$ cat src/rtl/count_seq_monitor.sv
// Passive monitor for a free-running modulo counter: locks onto a +1 sequence,
// then pulses, counts (saturating) and captures the first sequence error.
module count_seq_monitor #(
  parameter int CW       = 4,
  parameter int LOCK_CNT = 2,
  parameter int ERR_W    = 8
) (
  input  logic             clk,
  input  logic             reset,
  input  logic [CW-1:0]    count_in,
  input  logic             clear,
  output logic             locked,
  output logic             err_pulse,
  output logic [ERR_W-1:0] err_count,
  output logic             first_err_valid,
  output logic [CW-1:0]    first_err_exp,
  output logic [CW-1:0]    first_err_got
);

  typedef enum logic [1:0] {
    IDLE   = 2'd0,
    SEARCH = 2'd1,
    LOCKED = 2'd2
  } stateT;

  localparam logic [ERR_W-1:0] ERR_MAX  = '1;
  localparam logic [4:0]       LOCK_TGT = 5'(LOCK_CNT);

  stateT            r_state;
  stateT            w_nextState;
  logic [CW-1:0]    r_prev;
  logic [3:0]       r_run;
  logic [3:0]       w_nextRun;
  logic [4:0]       w_runInc;
  logic [CW-1:0]    w_expected;
  logic             w_match;
  logic             w_error;

  logic             w_nextLocked;
  logic             w_nextPulse;
  logic [ERR_W-1:0] w_errBase;
  logic [ERR_W-1:0] w_nextErrCount;
  logic             w_validBase;
  logic             w_nextValid;
  logic [CW-1:0]    w_nextExp;
  logic [CW-1:0]    w_nextGot;

  assign w_expected = r_prev + CW'(1);
  assign w_match    = (count_in == w_expected);
  assign w_runInc   = {1'b0, r_run} + 5'd1;
  assign w_error    = (r_state == LOCKED) && !w_match;

  // prev tracks the bus every edge, independent of lock state
  always_ff @(posedge clk or posedge reset) begin
    if (reset) begin
      r_state <= IDLE;
      r_prev  <= '0;
      r_run   <= '0;
    end else begin
      r_state <= w_nextState;
      r_prev  <= count_in;
      r_run   <= w_nextRun;
    end
  end

  always_comb begin
    w_nextState = r_state;
    w_nextRun   = r_run;
    case (r_state)
      IDLE: begin
        w_nextState = SEARCH;
        w_nextRun   = '0;
      end
      SEARCH: begin
        if (w_match) begin
          if (w_runInc == LOCK_TGT) begin
            w_nextState = LOCKED;
            w_nextRun   = '0;
          end else begin
            w_nextRun = w_runInc[3:0];
          end
        end else begin
          w_nextRun = '0;
        end
      end
      LOCKED: begin
        if (!w_match) begin
          w_nextState = SEARCH;
          w_nextRun   = '0;
        end
      end
      default: begin
        w_nextState = IDLE;
        w_nextRun   = '0;
      end
    endcase
  end

  // Clear is applied first so a coincident error lands on zeroed statistics
  always_comb begin
    w_nextLocked   = (w_nextState == LOCKED);
    w_nextPulse    = w_error;
    w_errBase      = clear ? '0 : err_count;
    w_validBase    = clear ? 1'b0 : first_err_valid;
    w_nextErrCount = w_errBase;
    w_nextValid    = w_validBase;
    w_nextExp      = clear ? '0 : first_err_exp;
    w_nextGot      = clear ? '0 : first_err_got;
    if (w_error) begin
      if (w_errBase != ERR_MAX) begin
        w_nextErrCount = w_errBase + ERR_W'(1);
      end
      if (!w_validBase) begin
        w_nextValid = 1'b1;
        w_nextExp   = w_expected;
        w_nextGot   = count_in;
      end
    end
  end

  always_ff @(posedge clk or posedge reset) begin
    if (reset) begin
      locked          <= 1'b0;
      err_pulse       <= 1'b0;
      err_count       <= '0;
      first_err_valid <= 1'b0;
      first_err_exp   <= '0;
      first_err_got   <= '0;
    end else begin
      locked          <= w_nextLocked;
      err_pulse       <= w_nextPulse;
      err_count       <= w_nextErrCount;
      first_err_valid <= w_nextValid;
      first_err_exp   <= w_nextExp;
      first_err_got   <= w_nextGot;
    end
  end

endmodule
$ cat config.mk
export PLATFORM = sky130hd
export DESIGN_NAME = count_seq_monitor
export DESIGN_NICKNAME = d
export VERILOG_FILES = /design/src/rtl/count_seq_monitor.sv
export SDC_FILE = /design/constraint.sdc
export NUM_CORES = 1
export LEC_CHECK = 0
export CAP_MARGIN = 10
export CELL_PAD_IN_SITES_DETAIL_PLACEMENT = 1
export CELL_PAD_IN_SITES_GLOBAL_PLACEMENT = 1
export CORE_MARGIN = 2
export CORE_UTILIZATION = 36
export CTS_CLUSTER_DIAMETER = 40
export DETAILED_ROUTE_END_ITERATION = 7
export GPL_ROUTABILITY_DRIVEN = 1
export GPL_TIMING_DRIVEN = 1
export HOLD_SLACK_MARGIN = 0.02
export PLACE_DENSITY = 0.78
export RECOVER_POWER = 50
export SKIP_LAST_GASP = 1
export SYNTH_ARGS = -nofsm -noshare
export SYNTH_HDL_FRONTEND = slang
export SYNTH_SLANG_ARGS = --single-unit
$ cat constraint.sdc
create_clock -name clk -period 2 [get_ports clk]
set_input_delay 0.3 -clock clk [delete_from_list [all_inputs] [get_ports clk]]
set_output_delay 0.3 -clock clk [all_outputs]
set_load 0.05 [all_outputs]
==> flow_summary.yaml, run 1 <==
critical_path:
  worstSetupPathType: "reg -> reg"
  cp_cell_sequence: "ha_4 > xor2_2 > xor2_1 > and4b_4 > nor4_4 > mux2_4"
  rr_startpoint: "r_prev[0]$_DFF_PP0_"
  timing.critical_path.slowest_stage_cell: "dfrtp_1"
  required_ns: 2.18
  arrival_ns: 2.10
  r2r_cells: 6
  worst-path-max-fanout: 2
  worst_setup_path_start_kind: "flip-flop"
  critPathCaptureType: "flip-flop"
  critPathMaxStageDelay_ns: 0.43
  startpoint: "r_prev[0]$_DFF_PP0_"
routing:
  ant_nets: 0
  post-route-drc-count: 0
  drtPass1Iterations: 4
  vias: 1157
  drt_iter0_markers: 41
  vias_per_cell: 5.12
  wl_um: 3750
  drt-wirelength-per-cell_um: 16.6
cts:
  clock_latency_ns: 0.29
  root_buffer: "clkbuf_8"
  cts_tree: "done"
  cts_buffers: 5
  cts.sinks: 29
  cts_buffer_depth: 2
  clkTransAtPathRegs_ns: 0.07
  htree_levels: 2
grt:
  grt_pass1_vias: 1326
  grt_pass1_wl_um: 6270
  grt-ovfl-total: 0
  grtUsageTotal: 0.198
  antenna_found_initial: 0
  grt_max_degree: 30
final_layout:
  fillers: 427
  layout-drive-gt1-share: 0.281
  antenna_cells: 0
  fin_nets: 188
  post-route-util: 0.545
  area_growth_syn_to_layout_pct: 43.4
logic_synthesis:
  yosysSeqAreaShare: 0.510
  ys_ff_latch: 29
  avgSynthCellArea_um2: 11.6
  yosysWarnings: 0
  syn_area_um2: 1420
  ys_types: 36
  synthCells: 123
  syn-num-nets: 134
placed_design:
  dp.final_hpwl_um: 2780
  portBuffers: 25
  routabilityCongestion: 0.803
  place_ws_ns: -0.280
floorplan:
  die_x_um: 66.9
  core_area_um2: 3740
  dieArea_um2: 4470
  start_util: 0.380
  rows: 22
  fp.dieH_um: 66.9
  ios: 26
pwr:
  vdd_ir_drop_max_uv: 389
  p_leak_nw: 0.954
  p_per_area_nw_per_um2: 627
run:
  maxCapViolCount: 0
sta:
  fmax_ghz: 0.521
  period_share: 0.960
  clock_skew_ns: 0.00535
  finalSetupViolCount: 0
  whs_ns: 0.505
  drv_slew: 0
  final.setup.worst_slack_ns: 0.0796
  layout_min_cycle_time_ns: 1.92
  slew_headroom: 0.518
  hold_violations: 0
  setup_tns_ns: 0
  worstMarginPinSlew_ns: 0.722
worst_hold_path:
  hold_start: "first_err_exp[0]$_DFF_PP0_"
  min_path_cells: 1
  hold_path_class: "reg -> reg"
status:
  outcome: "completed"
power by group:
group / total, mW / internal [mW] / leakage, nW / switching, mW
logic: 0.133 / 0.0652 / 0.512 / 0.0678
registers: 0.601 / 0.593 / 0.387 / 0.00817
clock network: 0.544 / 0.311 / 0.0542 / 0.233
total: 1.28 / 0.969 / 0.954 / 0.309
per-stage QoR:
stage / instances / area [um2] / total power, mW
4_1_cts: 225 / 2010 / 1.28
2_1_floorplan: 123 / 1430 / 0.673
3_3_place_gp: 217 / 1890 / 0.726
5_1_grt: 226 / 2040 / 1.34
3_5_place_dp: 217 / 1890 / 0.732
6_report: 226 / 2040 / 1.28
cells in the mapped netlist (all sizes together):
cell type / n / area (um2)
nand2: 8 / 30.0
nand2b: 2 / 12.5
a22oi: 2 / 15.0
buf: 2 / 22.5
nor3: 1 / 5.00
and4b: 1 / 13.8
nor4: 1 / 21.3
dfrtp: 29 / 726
o21ai: 2 / 10.0
a31oi: 2 / 12.5
a21oi: 4 / 31.3
nor4b: 1 / 8.76
nor2: 13 / 48.8
nand4: 3 / 18.8
ha: 4 / 50.1
mux2: 3 / 37.5
nand4b: 1 / 15.0
and4: 1 / 8.76
a311oi: 1 / 8.76
xor2: 5 / 51.3
inv: 5 / 18.8
mux2i: 1 / 10.0
nand3: 2 / 10.0
xnor2: 5 / 58.8
o21a: 2 / 15.0
a22o: 8 / 70.1
nor2b: 6 / 37.5
o311ai: 1 / 8.76
clkbuf: 1 / 3.75
and3: 6 / 42.5
routing by layer:
| layer | up-vias | wire length, um | track usage |
|---|---|---|---|
| li1 | 542 | - | - |
| met1 | 573 | 1480 | 0.221 |
| met2 | 35 | 2000 | 0.348 |
| met3 | 7 | 197 | 0.0591 |
| met4 | 0 | 70 | 0.0842 |
| met5 | - | 0 | 0 |
timing repair:
action | in CTS | in global routing
hold buffers | 0 | 0
pin swaps | 1 | 5
setup buffers | 0 | 1
setup endpoints to repair | 9 | 11
gates resized for setup | 5 | 4
kinds of logic (layout without fill, tap and decap cells):
group | after synthesis | in the layout | synth area share
simple gates | 46 | 46 | 0.192
buf+inv | 8 | 63 | 0.0317
mux | 4 | 4 | 0.0334
compound gates | 22 | 22 | 0.120
fa+ha+maj | 4 | 4 | 0.0352
flops | 29 | 29 | 0.510
xor+xnor | 10 | 10 | 0.0774
critical path: cells and delay by family (launching register included):
kind | cells | cell delay [ns]
flops | 1 | 0.43
fa+ha+maj | 1 | 0.19
mux | 1 | 0.32
simple gates | 2 | 0.53
xor+xnor | 2 | 0.35
state kept, by name (all words and copies together) (netlist names):
signal           flops
first_err_valid      1
first_err_exp        4
r_run                4
locked               1
r_state              2
r_prev               4
err_pulse            1
err_count            8
first_err_got        4
final cells by class:
cell class              count  area [um2]  share of cell area
inverters                   5        18.8             0.00920
flip-flops and latches     29         728               0.357
clock buffers               7        96.3              0.0472
repair buffers             50         432               0.212
multi-input cells          86         699               0.343
clock inverters             1        5.00             0.00245
well taps                  48        60.1              0.0294
placed cells by master, fill, tap and decap left out, drive strengths merged, types with 2 or more instances in the layout:
cell type / instances
nand2b: 2
dlygate4sd3: 5
inv: 5
xnor2: 5
nand4: 3
clkbuf: 9
and3: 6
mux2: 3
nand2: 8
dfrtp: 29
clkdlybuf4s50: 20
o21ai: 2
ha: 4
o21a: 2
nor2: 13
buf: 23
xor2: 5
a22oi: 2
a22o: 8
nor2b: 6
a21oi: 4
nand3: 2
a31oi: 2
final timing paths:
kind,endpoint,slack [ns]
min in group asynchronous,first_err_got[0]$_DFF_PP0_,0.65
max reg2reg,err_count[7]$_DFF_PP0_,0.08
min,first_err_exp[0]$_DFF_PP0_,0.51
max,err_count[7]$_DFF_PP0_,0.08
min reg2reg,first_err_exp[0]$_DFF_PP0_,0.51
max in group asynchronous,err_count[1]$_DFF_PP0_,0.84
Power figures use the tool's default switching activity.
==> inputs of run 2 (changes only) <==
--- a/config.mk
+++ b/config.mk
@@ -13,2 +13,3 @@
 export CTS_CLUSTER_DIAMETER = 40
+export CTS_CLUSTER_SIZE = 30
 export DETAILED_ROUTE_END_ITERATION = 7
@@ -19,2 +20,3 @@
 export RECOVER_POWER = 50
+export SETUP_SLACK_MARGIN = 0.1
 export SKIP_LAST_GASP = 1
--- a/constraint.sdc
+++ b/constraint.sdc
@@ -3,2 +3,2 @@
 set_output_delay 0.3 -clock clk [all_outputs]
-set_load 0.05 [all_outputs]
+set_load 0.02 [all_outputs]
==> flow_summary.yaml, run 2 (synthesized netlist as in run 1, its figures left out) <==
status:
  outcome: "completed"
critical_path:
  worst_setup_path_start_kind: "input pin"
  critPathCaptureType: "flip-flop"
  arrival_ns: 2.09
  required_ns: 2.17
  worst-path-max-fanout: 3
  worstSetupPathType: "in -> reg"
floorplan:
  fp.dieH_um: 66.9
  core_area_um2: 3740
  ios: 26
  rows: 22
  die_x_um: 66.9
  start_util: 0.380
  dieArea_um2: 4470
sta:
  hold_violations: 0
  slew_headroom: 0.519
  finalSetupViolCount: 0
  fmax_ghz: 0.519
  drv_slew: 0
  whs_ns: 0.506
  setup_tns_ns: 0
  layout_min_cycle_time_ns: 1.93
  rsz0062_at_grt: "yes"
  clock_skew_ns: 0.00527
  period_share: 0.964
  worstMarginPinSlew_ns: 0.721
cts:
  clock_latency_ns: 0.28
  cts_buffer_depth: 2
  root_buffer: "clkbuf_8"
  clkTransAtPathRegs_ns: 0.06
  htree_levels: 2
  cts_tree: "done"
  cts.sinks: 29
  cts_buffers: 5
  hold_buffers: 0
pwr:
  clkPwrFrac: 0.385
  pwr-share-seq: 0.505
  p_switching_mw: 0.289
  switching_share: 0.244
  total_power_mw: 1.19
  p_per_area_nw_per_um2: 586
  p_leak_nw: 0.971
  vdd_ir_drop_max_uv: 350
  power.internal_mw: 0.898
  pwr-share-comb: 0.110
final_layout:
  fillers: 424
  regMostFlops: "err_count"
  final_cell_mix: "dfrtp_1 (29), buf_4 (22), clkdlybuf4s50_1 (15)"
  layout-drive-gt1-share: 0.281
  antenna_cells: 0
  area_growth_syn_to_layout_pct: 42.6
  largest_reg_flops: 8
  post-route-util: 0.542
  fin_nets: 188
  post-route-cell-area_um2: 2030
  mostFrequentLayoutCell: "dfrtp_1"
routing:
  vias: 1151
  drt_iter0_markers: 37
  ant_nets: 0
  drt-wirelength-per-cell_um: 15.4
  drtPass1Iterations: 4
  wl_um: 3470
  post-route-drc-count: 0
  vias_per_cell: 5.09
grt:
  grt-ovfl-total: 0
  grt_max_degree: 30
  grt_pass1_wl_um: 5680
  grtUsageTotal: 0.177
  grt_pass1_vias: 1187
  antenna_found_initial: 0
placed_design:
  dp.final_hpwl_um: 2590
  routabilityCongestion: 0.832
  portBuffers: 25
  placed_area_um2: 1870
worst_hold_path:
  hold_path_class: "reg -> reg"
run:
  maxCapViolCount: 0
## run 2: cell types whose count changed in the layout (fill, tap and decap cells not counted), moves of 2 or more
cell | previous run | this run
clkbuf_8 | 7 | 5
buf_6 | 0 | 2
dlygate4sd3_1 | 5 | 10
dfrtp_1 | 27 | 29
clkdlybuf4s50_1 | 20 | 15
dfrtp_2 | 2 | 0
ha_2 | 0 | 2
## run 2: critical path, cell delays in order
cell and delay [ns]:
dlygate4sd3_1 0.61, xnor2_2 0.18, xnor2_2 0.16, and4b_4 0.24, nor4_4 0.27, mux2_1 0.34
## run 2: through the flow
stage | cells | worst slack, ns
final | 226 | 0.0719
after global routing | 226 | 0.0175
after CTS | 223 | 0.100
after detailed placement | 214 | -0.171
after global placement | 214 | -0.0621
after floorplan | 123 | 0.129
## run 2: cell type report
class | instances | area, um2 | share of cell area
flip-flops and latches | 29 | 726 | 0.358
clock buffers | 6 | 72.6 | 0.0358
repair buffers | 50 | 443 | 0.218
well taps | 48 | 60.1 | 0.0296
clock inverters | 2 | 10.0 | 0.00494
multi-input cells | 86 | 698 | 0.344
inverters | 5 | 18.8 | 0.00925
## run 2: path summary, 6_finish.rpt
| path | from | end | slack (ns) | cells after the start |
|---|---|---|---|---|
| setup reg to reg | r_prev[0]$_DFF_PP0_ | err_count[7]$_DFF_PP0_ | 0.09 | 6 |
| min in group asynchronous | reset | r_prev[0]$_DFF_PP0_ | 0.66 | 3 |
| hold / removal | first_err_exp[3]$_DFF_PP0_ | first_err_exp[3]$_DFF_PP0_ | 0.51 | 1 |
| max in group asynchronous | reset | r_run[3]$_DFFE_PP0P_ | 0.88 | 3 |
| setup / recovery | count_in[3] | err_count[7]$_DFF_PP0_ | 0.07 | 6 |
| hold reg to reg | first_err_exp[3]$_DFF_PP0_ | first_err_exp[3]$_DFF_PP0_ | 0.51 | 1 |
## run 2: routing by layer
metal	GRT usage	share of wire	vias to the layer above	wire (um)
li1	-	-	544	-
met1	0.211	0.44	576	1520
met2	0.305	0.50	27	1750
met3	0.0541	0.044	4	154
met4	0.0536	0.014	0	48
met5	0	0	-	0
## run 2: timing repair
item | in CTS | in global routing
pin swaps | 3 | 3
buffers inserted | 1 | 3
gates resized for setup | 5 | 9
endpoints found under the setup margin | 14 | 16
## run 2: power by group through the flow
stage	clock (mW)	sequential (mW)	combinational [mW]
after floorplan	0	0.610	0.0633
after global placement	0	0.610	0.111
after detailed placement	0	0.611	0.115
after CTS	0.472	0.600	0.123
after global routing	0.498	0.600	0.144
final	0.458	0.600	0.130
==> inputs of run 3 (changes only) <==
CORE_UTILIZATION = 43   (was 36)
PLACE_DENSITY = 0.86   (was 0.78)
clock period = 2.45 ns   (was 2 ns; I/O delays follow)
==> flow_summary.yaml, run 3 (synthesized netlist as in run 1, its figures left out) <==
status:
  outcome: "complete, but fails checks"
  violations: "max-capacitance violations, max-slew violations"
placed_design:
  routabilityCongestion: 0.811
  dp.final_hpwl_um: 2280
  placed_area_um2: 1730
  portBuffers: 25
final_layout:
  area_growth_syn_to_layout_pct: 25.3
  mostFrequentLayoutCell: "dfrtp_1"
  final_cell_mix: "dfrtp_1 (29), clkdlybuf4s50_1 (15), nor2_1 (13)"
  post-route-cell-area_um2: 1780
  fin_nets: 167
  largest_reg_flops: 8
  post-route-util: 0.575
  layout-drive-gt1-share: 0.122
  antenna_cells: 0
  regMostFlops: "err_count"
sta:
  period_share: 0.859
  clock_skew_ns: 0.00559
  hold_violations: 0
  layout_min_cycle_time_ns: 2.11
  rsz0062_at_grt: "no"
  fmax_ghz: 0.475
  drv_slew: 30
  slew_headroom: -0.0554
  finalSetupViolCount: 0
  setup_tns_ns: 0
  worstMarginPinSlew_ns: 1.58
grt:
  antenna_found_initial: 0
  grtUsageTotal: 0.186
  grt_pass1_vias: 1123
  grt_max_degree: 30
  grt_pass1_wl_um: 5150
  grt-ovfl-total: 0
routing:
  met3WireLength_um: 117
  drt-wirelength-per-cell_um: 15.0
  drtPass1Iterations: 4
  top_layer: "met4"
  ant_nets: 0
  drt_iter0_markers: 60
  vias: 1071
  wl_um: 3000
  drt-met1-wl_um: 1310
  post-route-drc-count: 0
  vias_per_cell: 5.36
  wl_met2_um: 1550
floorplan:
  fp.dieH_um: 61.5
  start_util: 0.458
  die_x_um: 61.5
  dieArea_um2: 3780
  ios: 26
  rows: 20
  core_area_um2: 3100
critical_path:
  critPathCaptureType: "flip-flop"
  arrival_ns: 2.29
  worst_setup_path_start_kind: "flip-flop"
  timing.critical_path.slowest_stage_cell: "dfrtp_1"
  required_ns: 2.64
  worstSetupPathType: "reg -> reg"
  critPathMaxStageDelay_ns: 0.43
  r2r_cells: 6
  cp_cell_sequence: "ha_1 > xor2_2 > xor2_1 > nand4b_2 > and3_1 > a22o_1"
  worst-path-max-fanout: 9
worst_hold_path:
  min_path_cells: 1
  hold_path_class: "reg -> reg"
cts:
  root_buffer: "clkbuf_4"
  cts_buffers: 5
  clkTransAtPathRegs_ns: 0.09
  cts.sinks: 29
  cts_tree: "done"
  cts_setup_buffers: 0
  ctsResizeCount: 0
  htree_levels: 2
  cts_buffer_depth: 2
  hold_buffers: 0
  clock_latency_ns: 0.30
pwr:
  p_leak_nw: 0.838
  vdd_ir_drop_max_uv: 282
  p_per_area_nw_per_um2: 474
run:
  maxCapViolCount: 1
==> run 3: changes by cell type in the layout (fill, tap and decap cells not counted), sizes merged <==
cell | previous run | this run
buf | 24 | 3
clkinv | 2 | 0
clkbuf | 7 | 8
==> run 3: area by class of cell <==
class / instances / area, um2
repair buffers: 29 / 277
fillers: 352 / 1320
inverters: 5 / 18.8
multi-input cells: 86 / 652
clock buffers: 7 / 55.1
well taps: 44 / 55.1
flip-flops and latches: 29 / 726
==> run 3: where the power goes <==
| group | total (mW) | switching, mW | internal, mW |
|---|---|---|---|
| registers | 0.489 | 0.00595 | 0.483 |
| logic | 0.0775 | 0.0446 | 0.0329 |
| clock network | 0.279 | 0.144 | 0.135 |
==> run 3: worst paths after layout <==
kind,to,slack [ns],start
max,first_err_exp[1]$_DFF_PP0_,0.34,r_prev[0]$_DFF_PP0_
min,first_err_exp[0]$_DFF_PP0_,0.51,first_err_exp[0]$_DFF_PP0_
max reg2reg,first_err_exp[1]$_DFF_PP0_,0.34,r_prev[0]$_DFF_PP0_
min reg2reg,first_err_exp[0]$_DFF_PP0_,0.51,first_err_exp[0]$_DFF_PP0_
max in group asynchronous,first_err_got[3]$_DFF_PP0_,0.49,reset
min in group asynchronous,locked$_DFF_PP0_,1.04,reset
==> run 3: worst max-delay path: cells and delay by family (launching register included) <==
family	cells	cell delay (ns)
compound gates	1	0.22
fa+ha+maj	1	0.26
flops	1	0.43
xor+xnor	2	0.34
simple gates	2	0.73
==> run 3: routing by layer <==
metal,up-vias,global-route usage
met2,29,0.326
li1,500,-
met4,0,0.0426
met1,538,0.228
met3,4,0.0504
met5,-,0
==> run 3: per-stage QoR <==
step,setup slack [ns],cells,hold WS [ns],power [mW]
final,0.345,200,0.508,0.846
after global routing,0.163,200,0.536,0.891
after CTS,0.313,200,0.431,0.866
after detailed placement,0.0305,193,0.495,0.580
after global placement,0.148,193,0.493,0.576
after floorplan,0.544,123,0.399,0.549
